## src/rtl/div_pkg.sv

```systemverilog
// Shared types and constants for the multicycle divider.
package div_pkg;

  localparam int DIV_WIDTH = 32;
  localparam int DIV_ITERS = DIV_WIDTH;

  typedef enum logic [1:0] {
    IDLE = 2'd0,
    RUN  = 2'd1,
    FIX  = 2'd2,
    DONE = 2'd3
  } div_state_e;

endpackage

```

## src/rtl/div_step.sv

```systemverilog
// One restoring-division iteration: shift in the next dividend bit, try to subtract the divisor.
module div_step #(
  parameter int WIDTH = 32
) (
  input  logic [WIDTH-1:0] rem,
  input  logic             dvd_msb,
  input  logic [WIDTH-1:0] divisor,
  output logic [WIDTH-1:0] next_rem,
  output logic             q_bit
);

  // One extra bit: the shifted remainder can exceed WIDTH bits when the divisor is >= 2^(WIDTH-1).
  logic [WIDTH:0] shifted;

  assign shifted  = {rem, dvd_msb};
  assign q_bit    = (shifted >= {1'b0, divisor});
  assign next_rem = q_bit ? WIDTH'(shifted - {1'b0, divisor}) : shifted[WIDTH-1:0];

endmodule

```

## src/rtl/div_unit.sv

```systemverilog
// Multicycle signed restoring divider for DIV: quotient on lo, remainder on hi.
// Define DIV_UNSIGNED_EN to add the divu input for unsigned (DIVU) operation.
module div_unit
  import div_pkg::*;
#(
  parameter int WIDTH = DIV_WIDTH,
  parameter int CNT_W = $clog2(WIDTH) + 1
) (
  input  logic             clock,
  input  logic             reset,
  input  logic             start,
  input  logic [WIDTH-1:0] a,
  input  logic [WIDTH-1:0] b,
`ifdef DIV_UNSIGNED_EN
  input  logic             divu,
`endif
  output logic [WIDTH-1:0] hi,
  output logic [WIDTH-1:0] lo,
  output logic             busy,
  output logic             done,
  output logic             div0
);

  // state | meaning
  // IDLE  | waiting for start
  // RUN   | one restoring iteration per cycle
  // FIX   | apply result signs, load hi/lo
  // DONE  | one-cycle done pulse (with div0 if divisor was zero)

  div_state_e       state, state_next;
  logic [WIDTH-1:0] rem, dvd, dvs, next_rem;
  logic [WIDTH-1:0] mag_a, mag_b;
  logic [CNT_W-1:0] cnt;
  logic             sign_q, sign_r, div0_flag, q_bit, is_signed;

`ifdef DIV_UNSIGNED_EN
  assign is_signed = ~divu;
`else
  assign is_signed = 1'b1;
`endif

  // Magnitudes are treated as unsigned, so the most negative value maps onto itself.
  assign mag_a = (is_signed && a[WIDTH-1]) ? -a : a;
  assign mag_b = (is_signed && b[WIDTH-1]) ? -b : b;

  div_step #(.WIDTH(WIDTH)) u_step (
    .rem     (rem),
    .dvd_msb (dvd[WIDTH-1]),
    .divisor (dvs),
    .next_rem(next_rem),
    .q_bit   (q_bit)
  );

  always_ff @(posedge clock or negedge reset) begin
    if (!reset) state <= IDLE;
    else        state <= state_next;
  end

  always_comb begin
    state_next = state;
    case (state)
      IDLE:    if (start) state_next = (b == '0) ? DONE : RUN;
      RUN:     if (cnt == CNT_W'(1)) state_next = FIX;
      FIX:     state_next = DONE;
      DONE:    state_next = IDLE;
      default: state_next = IDLE;
    endcase
  end

  assign busy = (state != IDLE);
  assign done = (state == DONE);
  assign div0 = done & div0_flag;

  always_ff @(posedge clock or negedge reset) begin
    if (!reset) begin
      rem       <= '0;
      dvd       <= '0;
      dvs       <= '0;
      cnt       <= '0;
      sign_q    <= 1'b0;
      sign_r    <= 1'b0;
      div0_flag <= 1'b0;
      hi        <= '0;
      lo        <= '0;
    end else begin
      case (state)
        IDLE: begin
          if (start) begin
            div0_flag <= (b == '0);
            if (b != '0) begin
              dvd    <= mag_a;
              dvs    <= mag_b;
              rem    <= '0;
              cnt    <= CNT_W'(WIDTH);
              sign_q <= is_signed & (a[WIDTH-1] ^ b[WIDTH-1]);
              sign_r <= is_signed & a[WIDTH-1];
            end
          end
        end
        RUN: begin
          rem <= next_rem;
          dvd <= {dvd[WIDTH-2:0], q_bit};
          cnt <= cnt - CNT_W'(1);
        end
        FIX: begin
          lo <= sign_q ? -dvd : dvd;
          hi <= sign_r ? -rem : rem;
        end
        default: ;
      endcase
    end
  end

endmodule

```

## config.mk

```make
export PLATFORM = sky130hd
export DESIGN_NAME = div_unit
export DESIGN_NICKNAME = d
export VERILOG_FILES = /design/src/rtl/div_pkg.sv /design/src/rtl/div_step.sv /design/src/rtl/div_unit.sv
export SDC_FILE = /design/constraint.sdc
export NUM_CORES = 1
export LEC_CHECK = 0
export ABC_AREA = 0
export CAP_MARGIN = 10
export CORE_ASPECT_RATIO = 1.5
export CORE_MARGIN = 2
export CORE_UTILIZATION = 55
export DETAILED_ROUTE_END_ITERATION = 8
export GPL_TIMING_DRIVEN = 0
export PLACE_DENSITY = 0.79
export SLEW_MARGIN = 10
export SYNTH_ARGS = -nofsm -noshare
export SYNTH_HDL_FRONTEND = slang
export SYNTH_SLANG_ARGS = --single-unit
```

## constraint.sdc

```tcl
create_clock -name clock -period 4.2 [get_ports clock]
set_input_delay 0.84 -clock clock [delete_from_list [all_inputs] [get_ports clock]]
set_output_delay 0.84 -clock clock [all_outputs]
set_load 0.02 [all_outputs]
```

==> run summary <==
DRT iter0 DRCs: 892
Seq/Total Area, Yosys: 0.379
Largest family of logic cells by synthesized area: compound AO/OA/AOI/OAI gates
Post-DRT Antenna Nets: 0
CTS tree: yes
Peak VDD IR: 384 µV
Clock sink count: 171
First-pass GRT wire length: 53.3 mm
Fillers: 1,716
CP Buf/Inv Count: 3
Outcome: completed
Final Util: 0.672
Net count, final: 1,575
Die Span X: 121 µm
Worst Skew: 7.13 ps
WL final: 33.6 mm
Net Sw Frac: 0.466
Via density: 6.01
Hold_buf cts: 0
Slew @ Worst Pin: 794 ps
Maximum number of pins on one net before global-route repair: 110
Mean area per synthesized cell: 8.61 µm²
CTS clk-pin slew, worst paths: 60 ps
P per Cell Area: 807 nW/µm²
R2R cell count: 12
Hold violation count in the final report: 0
Vias in the first global route: 10,500
# IOs: 134
Die area: 21,700 µm²
Pleak: 5.93 nW
Fmax: 249 MHz
Post-synth EDFFs: 0
Setup crit start kind: input port
Wirelength per Cell: 19.3 µm
Synth cell types: 68
Area delta synth->final: 20.8%
GRT Total Usage: 0.315
Seq cells post-synth: 171
First-pass DRT Iterations: 6
Critical Path End Type: flip-flop
Primary FF master, synth: dfrtp_1
Grt ovf: 0
Syn Nets: 1,422
Worst path required time: 4540 ps
Initial Util: 0.557
Slowest cell on crit path: clkdlybuf4s50_1
Post-route DRC: 0
Critical Path Max Stage Delay: 480 ps
Worst path cell trace: clkdlybuf4s50_1, or3_1, or3_1, nor3_1, a21oi_1, a21oi_1, clkbuf_1, clkbuf_1, nand2_1, o21ai_0
Ratio of cells with drive above 1 in the final layout: 0.0515
Synth Instances: 1,311
Max Cap Viol: 0
Core Area: 20,300 µm²
Synth Area in Compound Gates: 0.205
Max_slew headroom: 0.465
Cell Rows: 64
CP delay by family, top: buffers and inverters
Root buf cell: clkbuf_16
Die height: 179 µm
Period utilization: 0.958
Sequential Power Share: 0.280
Asr flop ratio synth: 1.00
Synth Area in XOR/XNOR: 0.117
Gpl congestion: 0.963
Register area: 4280 µm²
Minimum clock period: 4020 ps
Clk_lat worst skew: 450 ps
Mapped Area: 11,300 µm²
Footprint of the multi-input gates: 6520 µm²
Clock Path Buffers: 2
Logic pwr share: 0.565
Final Slew Violations: 0
Final setup viols: 0
Stages on worst setup path: 10
Total negative slack: 0 ps
Power share of the clock group: 0.155
Mux cell area share after synthesis: 0.0356
RSZ-0062 raised after global routing: false
Post-DP HPWL: 25.9 mm
Port Buffers: 133
Yosys Warn Count: 0
N_diodes: 0
H-tree Lvls: 4
Placed Area: 13,000 µm²
Post-route cell area: 13,600 µm²
Post-Synth Adder-Cell Area: 0.0495
PnR Total Power: 0.0110 W
Setup CP Type: in -> reg
CTS Buf Count: 17
Simple-Gate Fraction of Synth Area: 0.170
Routed vias: 10,500
Sw power: 0.00512 W
Fin Hold WS: 286 ps
Crit path DAT: 4360 ps
Pint: 0.00587 W
Initial antenna violation count: 0
Worst Hold Class: in -> async
CP Max Fanout: 10
-- registers in the layout (all words and copies together) (netlist names) --
register   cells
cnt            6
div0_flag      1
dvd           32
dvs           32
hi            32
lo            32
rem           32
sign_q         1
sign_r         1
state          2
-- logic make-up (layout without fill, tap and decap cells) --
logic type | count (synthesis) | in the layout
DFF | 171 | 171
adders and majority gates | 44 | 44
xor gates and xnor gates | 151 | 151
and+or+nand+nor | 404 | 404
AOI/OAI and AO/OA | 375 | 375
buffers and inverters | 128 | 294
muxes | 38 | 38
-- power by group through the flow --
stage          sequential [W]  combinational [W]  clock, W
6_report              0.00308            0.00621   0.00170
3_5_place_dp          0.00308            0.00607         0
2_1_floorplan         0.00327            0.00376         0
4_1_cts               0.00306            0.00615   0.00171
5_1_grt               0.00316            0.00680   0.00178
3_3_place_gp          0.00305            0.00593         0
-- layout make-up --
class	count	area share
clock inverter	13	0.0140
tap	264	0.0242
timing repair buffer	134	0.100
clock buffer	19	0.0325
buffer	72	0.0214
sequential	171	0.314
multi-input combinational	1012	0.478
inverter	56	0.0154
-- cell usage after synthesis (all sizes together), types with 12 or more instances --
| library cell | n | area [µm²] |
|---|---|---|
| ha | 43 | 538 |
| or3 | 19 | 123 |
| clkbuf | 63 | 246 |
| o21ai | 102 | 514 |
| or4 | 19 | 154 |
| nand2b | 12 | 75.1 |
| xor2 | 105 | 920 |
| nor2 | 135 | 507 |
| a21oi | 139 | 696 |
| mux2 | 14 | 161 |
| nand3 | 22 | 110 |
| xnor2 | 46 | 403 |
| dfrtp | 171 | 4280 |
| mux2i | 24 | 240 |
| inv | 56 | 210 |
| o41ai | 16 | 148 |
| nand2 | 125 | 469 |
| o31ai | 30 | 225 |
-- worst paths after layout --
kind	start	to	slack, ps
worst max-delay path	b[25]	rem[6]	180
worst min-delay path	reset	lo[19]	290
worst max register to register	rem[9]	rem[7]	290
worst min register to register	lo[31]	lo[31]	510
max in group asynchronous	reset	dvs[26]	3010
min in group clock	lo[31]	lo[31]	510
-- layer usage --
metal  global-route usage  vias up  routed length, µm
li1                     -     4971                  -
met4                0.205        0               2220
met2                0.570      407              17800
met5                    0        -                  0
met1                0.338     4967              12100
met3               0.0403      116               1540
-- timing repair --
item / in CTS / in global routing
setup buffers: 0 / 0
hold endpoints to repair: 0 / 0
endpoints found under the setup margin: 0 / 19
gates resized for setup: 0 / 13
-- through the flow --
step,worst slack [ps],std cells
2_1_floorplan,842,1311
3_3_place_gp,-4560,1708
3_5_place_dp,-376,1709
4_1_cts,28.0,1741
5_1_grt,47.3,1741
6_report,177,1741
-- placed cells by master (no fill, tap or decap), drive strengths merged, types with 5 or more instances in the layout --
master	instances
o311ai	9
nand4	8
o21bai	7
a221o	6
a222oi	5
nand2b	12
nand2	125
nand3	22
a21o	10
inv	58
nor3	11
and2	6
a32oi	10
or4	19
o41ai	16
o21ai	102
mux2	14
nor2	135
mux2i	24
o31ai	30
ha	43
xnor2	46
and3	9
nor2b	8
clkdlybuf4s50	132
a21oi	139
o21a	8
or2	6
buf	11
xor2	105
a211oi	6
clkbuf	82
nor4	11
or3	19
dfrtp	171
(Power assumes the default switching activity.)
==> variant 1 (config.mk and constraints unchanged) <==
Re-encode `div_state_e` (4 states) as one-hot, 4 bits wide.
--- a/src/rtl/div_pkg.sv
+++ b/src/rtl/div_pkg.sv
@@ -6,7 +6,7 @@
 
-  typedef enum logic [1:0] {
-    IDLE = 2'd0,
-    RUN  = 2'd1,
-    FIX  = 2'd2,
-    DONE = 2'd3
+  typedef enum logic [3:0] {
+    IDLE = 4'b0001,
+    RUN  = 4'b0010,
+    FIX  = 4'b0100,
+    DONE = 4'b1000
   } div_state_e;
Formal check against the unedited RTL: no difference found for any inputs over 10 cycles, from zero or initial values and one cycle with reset low; not proved beyond that.
==> variant 1 against the unedited design <==
  * Clock skew is 0.00096 ns higher
  * Sequential share of layout area up 0.97 points
  * Worst setup slack improved by 0.060 ns
  * Via count shrank 4.9%
  * Wire length shrank 9.2%
  * Power is 4.2% higher
  * Cell area fell by 1.8%
  * First-iteration DRC count down 24%
  * Synthesized area fell by 1.7%
  * Sequential cell count up 2
  * Critical endpoint is now rem[18]
==> variant 1: results (changes against the unedited design) <==
* Total track usage at 0.293 (was 0.315)
* WP data arrival at 4.31 ns (was 4.36 ns)
* Syn nets at 1,365 (was 1,422)
* Pleak at 6.00 nW (was 5.93 nW)
* Initial detailed-routing violation count at 682 (was 892)
* Inserted Diodes at 0 (unchanged)
* Post-synth EDFFs at 0 (unchanged)
* GR Util met3 at 0.0363 (was 0.0403)
* Clk slew on worst S/H paths at 0.06 ns (about the same)
* Vias in the first global route at 9,833 (was 10,484)
* Clk root buf: clkbuf_16 (unchanged)
* Global routing met1 resource utilization at 0.318 (was 0.338)
* CTS Buffer Depth at 2 (unchanged)
* CP delay by family, top: simple AND/OR/NAND/NOR gates (was buffers and inverters)
* CP max-delay cell: nor4b_2 (was clkdlybuf4s50_1)
* Htree depth at 4 (unchanged)
* Status: completed (unchanged)
* Area contributors post-synth: dfrtp_1 (39%), xor2_1 (8.5%), o21ai_0 (8.2%), nand2_1 (6.6%), ha_1 (4.3%) (was dfrtp_1 (38%), xor2_1 (8.2%), a21oi_1 (6.2%), ha_1 (4.8%), nor2_1 (4.5%))
* Synth cell count leaders: nand2_1 (195), o21ai_0 (182), dfrtp_1 (172) (was dfrtp_1 (171), a21oi_1 (139), nor2_1 (135))
* Path depth of the worst reg2reg path at 10 (was 12)
* Share of flip-flops with an asynchronous set or reset at 1.00 (unchanged)
* Relative slew slack at 0.468 (was 0.465)
* Reg2Reg Setup Slack at 0.28 ns
* R2R Path End: rem[29] (was rem[7])
* Final hold violations at 0 (unchanged)
* Fillers at 1,608 (was 1,716)
* Routability Congestion at 0.925 (was 0.963)
* Sequential share of the synthesized area at 0.390 (was 0.379)
* CP max stage delay at 0.58 ns (was 0.48 ns)
* Initial antenna violation count at 0 (unchanged)
* Critical R2R Launch: rem[7] (was rem[9])
* GR Util met2 at 0.547 (was 0.570)
* Place WS at -0.568 ns (was -0.376 ns)
* Vias at 9,948 (was 10,461)
* First-pass GRT wire length at 48,700 µm (was 53,300 µm)
* Detailed placement HPWL at 23,800 µm (was 25,900 µm)
* Hold WC Path Type: in2async (unchanged)
* DRT Pass-1 Iters at 6 (unchanged)
* Crit path max fanout at 10 (unchanged)
* Yosys cell types at 69 (was 68)
* IO Port Bufs at 133 (unchanged)
* Largest net degree at the start of global routing at 112 (was 110)
* Max VDD drop at 0.000372 V (was 0.000384 V)
* Placement Cell Area at 12,800 µm² (was 13,000 µm²)
* WL final at 30,500 µm (was 33,600 µm)
* Post-layout net count at 1,518 (was 1,575)
* Hold slack at 0.324 ns (was 0.286 ns)
* Skew final at 0.00809 ns (was 0.00713 ns)
* Worst-Skew Late Latency at 0.44 ns
* CTS Buf Count at 17 (unchanged)
* Share of post-route cells with drive strength above 1 at 0.0512 (was 0.0515)
variant 1: cell count changes after synthesis, sizes merged, moves of 8 or more:
cell | before | now
nor2 | 135 | 46
a21oi | 139 | 30
nand2 | 125 | 195
mux2 | 14 | 2
o21ai | 102 | 184
inv | 56 | 48
a22oi | 3 | 14
o311ai | 9 | 1
a21o | 10 | 21
a221o | 6 | 17
buf | 9 | 17
variant 1: logic make-up (layout without fill, tap and decap cells):
kind of cell / after synthesis / after routing / synth area share
AO/OA/AOI/OAI: 364 / 364 / 0.208
buffers and inverters: 121 / 287 / 0.0439
adder cells (fa/ha/maj): 39 / 39 / 0.0447
AND/OR/NAND/NOR: 380 / 380 / 0.165
flip-flops: 173 / 173 / 0.390
multiplexers: 31 / 31 / 0.0282
XOR/XNOR: 151 / 151 / 0.119
variant 1: what timing repair did:
| item | 4_1_cts | 5_1_grt |
|---|---|---|
| endpoints found under the hold margin | 0 | 0 |
| hold buffers | 0 | 0 |
| gates resized for setup | 1 | 0 |
| endpoints found under the setup margin | 46 | 0 |
| setup buffers | 0 | 0 |
variant 1: worst max path at each step:
| stage | cells past startpoint | end | slack [ns] | startpoint |
|---|---|---|---|---|
| 2_1_floorplan | 9 | dvd[5] | 0.97 | b[22] |
| 3_3_place_gp | 1 | cnt[3] | -4.58 | reset |
| 3_5_place_dp | 13 | rem[19] | -0.57 | b[0] |
| 4_1_cts | 13 | rem[18] | 0.23 | b[0] |
| 5_1_grt | 13 | rem[22] | 0.06 | b[0] |
| 6_report | 13 | rem[18] | 0.24 | b[0] |
variant 1: per-stage QoR:
step | instances | power (mW)
global route | 1685 | 12.3
detailed placement | 1653 | 9.83
global placement | 1652 | 9.66
finish | 1685 | 11.5
floorplan | 1259 | 7.83
CTS | 1685 | 11.4
variant 1: final cells by class:
cell class              count  area [µm²]  share of cell area
inverters                  48         180              0.0135
repair buffers            134        1360               0.102
well taps                 260         325              0.0243
clock inverters            11         116             0.00870
plain buffers              73         307              0.0229
clock buffers              21         470              0.0352
multi-input cells         965        6280               0.470
flip-flops and latches    173        4330               0.324
variant 1: routing by layer:
| metal | vias to the layer above | part of all wire |
|---|---|---|
| met3 | 68 | 0.043 |
| met5 | - | 0 |
| met1 | 4760 | 0.38 |
| li1 | 4817 | - |
| met4 | 0 | 0.046 |
| met2 | 303 | 0.53 |
variant 1: report_power, final:
group          switching, mW  total (mW)  internal [mW]
Sequential             0.723        3.09           2.36
Clock                  0.662        1.58          0.918
Combinational           3.89        6.78           2.89
Total                   5.27        11.5           6.18
==> variant 2 (config.mk and constraints unchanged) <==
Made on the original files. `DIV_WIDTH`: 32 -> 16.
--- a/src/rtl/div_pkg.sv
+++ b/src/rtl/div_pkg.sv
@@ -3,3 +3,3 @@
 
-  localparam int DIV_WIDTH = 32;
+  localparam int DIV_WIDTH = 16;
   localparam int DIV_ITERS = DIV_WIDTH;
Interface: changed (resized a, b, hi and lo); port bits go from 134 to 70. No check against the original RTL was run, so the function may have changed too.
==> variant 2 against the unedited design <==
  * Clock power down 50%
  * Cell area down 48%
  * Wire length down 55%
  * Sequential cell count down 81
  * Register-to-register slack better by 1.0 ns
  * Worst setup slack better by 0.51 ns
  * Hold slack better by 0.10 ns
  * Sequential share of layout area up 0.13 points
  * Power down 45%
  * Sequential power down 46%
  * Synthesized area down 47%
  * Non-clock buffer count down 105
==> variant 2: results (changes against the unedited design) <==
* Status: completed (unchanged)
* Initial detailed-routing violation count at 473 (was 892)
* Routability Congestion at 0.945 (was 0.963)
* Hold slack at 0.387 ns (was 0.286 ns)
* Via-to-Cell Ratio at 6.01 (about the same)
* Pleak at 2.98 nW (was 5.93 nW)
* Vias in the first global route at 5,327 (was 10,484)
* Yosys cell types at 61 (was 68)
* Syn nets at 737 (was 1,422)
* Detailed placement HPWL at 11,700 µm (was 25,900 µm)
* Fillers at 882 (was 1,716)
* Sequential share of the synthesized area at 0.379 (about the same)
* Int Power at 3.27 mW (was 5.87 mW)
* Share of post-route cells with drive strength above 1 at 0.0672 (was 0.0515)
* Reg2Reg Setup Slack at 1.29 ns (was 0.29 ns)
* Relative slew slack at 0.462 (was 0.465)
* Area contributors post-synth: dfrtp_1 (38%), xor2_1 (5.7%), ha_1 (5.7%), nand2_1 (4.8%), a21oi_1 (4.7%) (was dfrtp_1 (38%), xor2_1 (8.2%), a21oi_1 (6.2%), ha_1 (4.8%), nor2_1 (4.5%))
* CP max stage delay at 0.69 ns (was 0.48 ns)
* Htree depth at 3 (was 4)
* CTS Buf Count at 9 (was 17)
* WP data arrival at 2.67 ns (was 4.36 ns)
* Largest net degree at the start of global routing at 69 (was 110)
* Skew final at 0.00905 ns (was 0.00713 ns)
* Total track usage at 0.262 (was 0.315)
* Worst-Skew Late Latency at 0.35 ns (was 0.45 ns)
* Max VDD drop at 0.000393 V (was 0.000384 V)
[variant 2: stage by stage]
step | setup WS [ns] | cell area (µm²) | instances | TNS, ns | util
after floorplan | 1.51 | 5940 | 674 | 0 | -
after global placement | -0.801 | 6800 | 886 | -71.22 | 0.646
after detailed placement | 0.508 | 6830 | 887 | 0 | 0.648
after CTS | 0.733 | 7140 | 903 | 0 | 0.678
after global routing | 0.521 | 7140 | 903 | 0 | 0.678
final | 0.687 | 7140 | 903 | 0 | 0.678
[variant 2: worst paths after layout]
kind                                from  cells past startpoint  endpoint
worst min register to register   dvs[10]                      2   dvs[10]
min in group clock               dvs[10]                      2   dvs[10]
worst max-delay path            state[1]                      6      busy
worst max register to register    rem[4]                      7   rem[13]
worst min-delay path               reset                      1    cnt[3]
max in group asynchronous          reset                      2    lo[11]
[variant 2: power groups by stage]
| stage | clock [mW] | combinational [mW] | sequential, mW |
|---|---|---|---|
| after floorplan | 0 | 2.36 | 1.76 |
| after global placement | 0 | 3.42 | 1.65 |
| final | 0.845 | 3.58 | 1.67 |
| after global routing | 0.874 | 3.96 | 1.72 |
| after detailed placement | 0 | 3.53 | 1.68 |
| after CTS | 0.845 | 3.56 | 1.66 |
[variant 2: logic make-up (layout without fill, tap and decap cells)]
family / Yosys count / count (layout) / synth area share
flops: 90 / 90 / 0.379
simple gates: 209 / 209 / 0.174
xor+xnor: 68 / 68 / 0.100
mux: 15 / 15 / 0.0291
buf+inv: 66 / 151 / 0.0434
compound gates: 198 / 198 / 0.214
fa+ha+maj: 28 / 28 / 0.0602
[variant 2: per-layer routing]
layer | global-route usage | up-vias | share of wire
met5 | 0 | - | 0
met2 | 0.459 | 206 | 0.53
met1 | 0.305 | 2586 | 0.39
met3 | 0.0408 | 42 | 0.054
li1 | - | 2595 | -
met4 | 0.115 | 0 | 0.029
[variant 2: layout make-up]
type / count / area, µm² / share of cell area
Clock buffer: 10 / 239 / 0.0335
Clock inverter: 6 / 72.6 / 0.0102
Sequential cell: 90 / 2250 / 0.315
Buffer: 32 / 130 / 0.0182
Inverter: 34 / 128 / 0.0179
Multi-Input combinational cell: 518 / 3430 / 0.481
Timing Repair Buffer: 69 / 706 / 0.0988
Tap cell: 144 / 180 / 0.0252
[variant 2: worst max-delay path: cells and delay by family (launching register included)]
family,cells,cell delay [ns]
buffers and inverters,5,1.73
flip-flops,1,0.41
adder cells (fa/ha/maj),1,0.19
